<file path="config.mk">
export PLATFORM = sky130hd
export DESIGN_NAME = nco_sweep_ctrl
export DESIGN_NICKNAME = d
export VERILOG_FILES = /design/src/rtl/nco_sweep_ctrl.sv
export SDC_FILE = /design/constraint.sdc
export NUM_CORES = 1
export LEC_CHECK = 0
export CAP_MARGIN = 10
export CORE_UTILIZATION = 59
export DETAILED_ROUTE_END_ITERATION = 12
export PLACE_DENSITY_LB_ADDON = 0.3
export SYNTH_ARGS = -nofsm -noshare
export SYNTH_HDL_FRONTEND = slang
export SYNTH_SLANG_ARGS = --single-unit
</file>
<file path="constraint.sdc">
create_clock -name clk -period 10.7 [get_ports clk]
set_clock_uncertainty 0.2 [all_clocks]
set_input_delay 3.21 -clock clk [delete_from_list [all_inputs] [get_ports clk]]
set_output_delay 3.21 -clock clk [all_outputs]
set_load 0.02 [all_outputs]
</file>
<file path="src/rtl/nco_sweep_ctrl.sv">
// Stepped linear frequency-sweep controller for the phase-accumulator tuning word M.
// Supports a single up-sweep or a continuous up/down triangle with per-step dwell.
module nco_sweep_ctrl #(
    parameter int WIDTH = 32,
    parameter int CW    = 16
) (
    input  logic             clk,
    input  logic             reset,
    input  logic             start,
    input  logic             stop,
    input  logic             mode,
    input  logic [WIDTH-1:0] f_start,
    input  logic [WIDTH-1:0] f_step,
    input  logic [CW-1:0]    n_steps,
    input  logic [CW-1:0]    dwell,
    output logic [WIDTH-1:0] M,
    output logic             busy,
    output logic             done,
    output logic             dir
);

    // state | meaning
    // IDLE  | waiting for start; M holds last value (0 after reset/abort)
    // RUN   | sweep active; dwell timer and step counter advancing
    typedef enum logic {IDLE = 1'b0, RUN = 1'b1} state_t;

    state_t           state_q, state_d;
    logic [WIDTH-1:0] m_q, m_d;
    logic [WIDTH-1:0] step_l_q, step_l_d;
    logic [CW-1:0]    nsteps_l_q, nsteps_l_d;
    logic [CW-1:0]    dwell_l_q, dwell_l_d;
    logic             mode_l_q, mode_l_d;
    logic [CW-1:0]    step_cnt_q, step_cnt_d;
    logic [CW-1:0]    dwell_cnt_q, dwell_cnt_d;
    logic             done_q, done_d;
    logic             dir_q, dir_d;

    always_ff @(posedge clk or negedge reset) begin
        if (!reset) begin
            state_q     <= IDLE;
            m_q         <= '0;
            step_l_q    <= '0;
            nsteps_l_q  <= '0;
            dwell_l_q   <= '0;
            mode_l_q    <= 1'b0;
            step_cnt_q  <= '0;
            dwell_cnt_q <= '0;
            done_q      <= 1'b0;
            dir_q       <= 1'b0;
        end else begin
            state_q     <= state_d;
            m_q         <= m_d;
            step_l_q    <= step_l_d;
            nsteps_l_q  <= nsteps_l_d;
            dwell_l_q   <= dwell_l_d;
            mode_l_q    <= mode_l_d;
            step_cnt_q  <= step_cnt_d;
            dwell_cnt_q <= dwell_cnt_d;
            done_q      <= done_d;
            dir_q       <= dir_d;
        end
    end

    always_comb begin
        state_d     = state_q;
        m_d         = m_q;
        step_l_d    = step_l_q;
        nsteps_l_d  = nsteps_l_q;
        dwell_l_d   = dwell_l_q;
        mode_l_d    = mode_l_q;
        step_cnt_d  = step_cnt_q;
        dwell_cnt_d = dwell_cnt_q;
        done_d      = 1'b0;
        dir_d       = dir_q;

        unique case (state_q)
            IDLE: begin
                if (start && !stop) begin
                    step_l_d    = f_step;
                    nsteps_l_d  = n_steps;
                    dwell_l_d   = dwell;
                    mode_l_d    = mode;
                    m_d         = f_start;
                    dir_d       = 1'b0;
                    step_cnt_d  = '0;
                    dwell_cnt_d = '0;
                    state_d     = RUN;
                end
            end
            RUN: begin
                // Abort takes priority over any dwell expiry in the same cycle.
                if (stop) begin
                    m_d         = '0;
                    dir_d       = 1'b0;
                    step_cnt_d  = '0;
                    dwell_cnt_d = '0;
                    state_d     = IDLE;
                end else if (dwell_cnt_q == dwell_l_q) begin
                    dwell_cnt_d = '0;
                    if (step_cnt_q < nsteps_l_q) begin
                        m_d        = dir_q ? (m_q - step_l_q) : (m_q + step_l_q);
                        step_cnt_d = step_cnt_q + 1'b1;
                    end else if (!mode_l_q) begin
                        done_d  = 1'b1;
                        state_d = IDLE;
                    end else begin
                        dir_d      = ~dir_q;
                        step_cnt_d = '0;
                    end
                end else begin
                    dwell_cnt_d = dwell_cnt_q + 1'b1;
                end
            end
            default: state_d = IDLE;
        endcase
    end

    assign M    = m_q;
    assign busy = (state_q == RUN);
    assign done = done_q;
    assign dir  = dir_q;

endmodule

</file>
==> out/results.txt <==
Status -> completed
Inst Count DP -> 1204
# setup viols final -> 0
Worst Setup EP -> M[16]
Mapped cell area -> 8398 sq um
Fin crit share -> 57.89%
Worst-path clk slew -> 0.06 ns
Vias in the first global route -> 7192
Final std cells w/o fill -> 1234
Post-Syn Nets -> 1073
Hold Path Stages -> 1
CP arrival -> 6.29 ns
DRC violations left -> 0
Initial Utilization -> 60.50%
Core area -> 13880 sq um
Fin crit period -> 6.194 ns
Global route overflow -> 0
Worst Reg2Reg Path Length in Cells -> 17
Post-synthesis cell count -> 922
Worst slew pin tran -> 1.144 ns
Clock share of power -> 27.7%
CTS tree -> done
Final setup margin -> 4.506 ns
Max Slew Vio Count -> 0
Met3 Usage GRT -> 7.096%
P per Cell Area -> 203.4 nW/um^2
Total wire length -> 20830 um
CP Class -> in2reg
Post-synth EDFFs -> 0
Final setup TNS -> 0 ns
Max Fclk -> 161.4 MHz
Max Root-Sink Buffers -> 2
Clk Latency, worst-skew pair -> 0.43 ns
CP max FO -> 31
Grt peak-use layer -> met2
Dominant synthesized flop cell -> dfrtp_1
Leak Pwr -> 4.489 nW
Type of origin of the critical path -> input pin
MaxCap Viol Count -> 0
Setup crit start -> stop
Post-synth ARST share -> 100.0%
Multi-input combinational cell area -> 4818 sq um
Overall power -> 0.002129 W
Comb pwr share -> 40.4%
# hold bufs at CTS -> 0
Synth unique cells -> 61
Die H -> 121.3 um
Register area -> 3303 sq um
Hold_ws -> 0.3208 ns
Row Count -> 43
Mapped Avg Cell Area -> 9.109 sq um
Area Growth Syn to Fin -> 24.64%
Sequential share of power -> 31.9%
Flops & latches, synth -> 132
Gr usage total -> 30.29%
GPL Wtd Cong -> 0.9199
CP required -> 10.79 ns
Worst vdd ir -> 0.0001345 V
H-tree levels -> 4
I/O pins -> 136
Vias per cell -> 5.963
Reg-to-reg critical path startpoint -> step_l_q[4]
CTS resizes -> 0
Seq/Total Area, Yosys -> 39.33%
Antenna cells -> 0
Worst r2r dst -> M[30]
Die footprint -> 14710 sq um
Grt met1 use -> 39.53%
Sw Share -> 36.07%
Initial antenna violation count -> 0
RSZ-0062 raised after global routing -> no
Wire length per cell -> 16.88 um
Hold Fails Final Rpt -> 0
Synth warnings -> 0
Die span in x -> 121.3 um
Post-CTS setup buffer count -> 0
Port bufs -> 135
Share of cells above drive strength 1 -> 9.393%
Pre-antenna DRT Iters -> 5
Place WS -> 4.121 ns
Vias -> 7358
Min-Delay Path Class -> reg2reg
DP HPWL -> 14760 um
Iter 0 DRT Violations -> 570
GR met2 Demand/Resource -> 48.97%
First-pass GRT wire length -> 34430 um
# nets final -> 1194
Largest net degree at the start of global routing -> 76
Fillers -> 987
Cell-internal power -> 0.001361 W
Sink Count -> 132
Endpoint type of the worst setup path -> flop
Slew margin rel. -> 23.62%
Root Buffer -> clkbuf_16
NetSw -> 0.0007678 W
R2R Setup Slk -> 5.83 ns
Detail Route Antenna Nets -> 0
CTS Buf Count -> 17
## worst max-delay path: stages
cell and delay, ns:
clkdlybuf4s50_1 0.52, nor2_2 0.07, nand2b_1 0.53, and2_1 0.50, nand2_1 0.59, buf_4 0.45
a221oi_1 0.25, a32oi_1 0.14
## routing by layer
layer  up-vias  share of wire, %  wire (um)
li1       3553                 -          -
met1      3501                44       9180
met2       259                47       9883
met3        45               6.2       1298
met4         0               2.2        463
met5         -                 0          0
## layout by cell type, fill, tap and decap left out, types with 3 or more instances in the layout
cell / instances
clkbuf_16: 17
or3_1: 4
a31oi_1: 12
o21ai_1: 4
xnor2_1: 63
a21oi_1: 68
dfrtp_1: 132
nand2b_1: 21
bufinv_16: 3
ha_1: 49
nor2b_1: 8
nor4_1: 6
nand3_1: 12
a41oi_1: 3
o31ai_1: 9
nand4_1: 22
a21o_1: 20
xor2_1: 11
nor2_1: 55
mux2_2: 45
and3_1: 18
nor3_1: 16
clkbuf_1: 3
a32oi_1: 3
a22oi_1: 18
clkdlybuf4s50_1: 134
buf_4: 7
o21ai_0: 113
inv_1: 36
and2_1: 3
nand2_1: 86
and3_4: 5
a211oi_1: 4
## Yosys cell counts, types with 20 or more instances
library cell | count | area [sq um]
ha_1 | 49 | 613.1
nor2_1 | 57 | 214.0
dfrtp_1 | 132 | 3303
a21o_1 | 20 | 150.1
a21oi_1 | 68 | 340.3
nand2_1 | 86 | 322.8
mux2_2 | 45 | 506.7
nand4_1 | 22 | 137.6
o21ai_0 | 113 | 565.5
clkbuf_1 | 34 | 127.6
nand2b_1 | 21 | 131.4
inv_1 | 36 | 135.1
xnor2_1 | 63 | 551.8
## through the flow
stage / utilization, % / instance area, sq um
after floorplan: - / 8398
after global placement: 71.15 / 9876
after detailed placement: 71.15 / 9876
after CTS: 75.41 / 10470
after global routing: 75.41 / 10470
final: 75.41 / 10470
## cell type report
| class | instances | area share, % |
|---|---|---|
| clock buffers | 22 | 4.435 |
| inverters | 36 | 1.291 |
| clock inverters | 8 | 1.219 |
| flip-flops and latches | 132 | 31.56 |
| repair buffers | 141 | 13.32 |
| multi-input cells | 715 | 46.03 |
| well taps | 180 | 2.152 |
## logic make-up (layout without fill, tap and decap cells)
logic type | Yosys count | after routing | synth area share (%)
adders and majority gates | 50 | 50 | 7.539
buffers and inverters | 75 | 207 | 3.412
DFF | 132 | 132 | 39.33
AOI/OAI and AO/OA | 273 | 273 | 19.03
muxes | 46 | 46 | 6.153
and+or+nand+nor | 271 | 271 | 16.63
xor gates and xnor gates | 75 | 75 | 7.911
## flip-flops by register name, indices dropped and copies added, names as in the netlist
name,count
dwell_l_q,16
M,32
step_l_q,32
nsteps_l_q,16
dwell_cnt_q,16
busy,1
done,1
mode_l_q,1
step_cnt_q,16
dir,1
## worst min-delay path by stage
stage | startpoint | endpoint | slack [ns]
3_5_place_dp | nsteps_l_q[0] | nsteps_l_q[0] | 0.32
6_report | nsteps_l_q[0] | nsteps_l_q[0] | 0.32
4_1_cts | nsteps_l_q[0] | nsteps_l_q[0] | 0.33
3_3_place_gp | nsteps_l_q[0] | nsteps_l_q[0] | 0.30
2_1_floorplan | nsteps_l_q[0] | nsteps_l_q[0] | 0.28
5_1_grt | M[20] | M[20] | 0.34
## power groups by stage
stage | clock, W | combinational [W] | sequential [W]
2_1_floorplan | 0 | 0.000567 | 0.000702
3_3_place_gp | 0 | 0.000826 | 0.000679
3_5_place_dp | 0 | 0.000842 | 0.000684
4_1_cts | 0.000597 | 0.000855 | 0.000677
5_1_grt | 0.000621 | 0.000949 | 0.000690
6_report | 0.000590 | 0.000860 | 0.000678
Power figures use the tool's default switching activity.
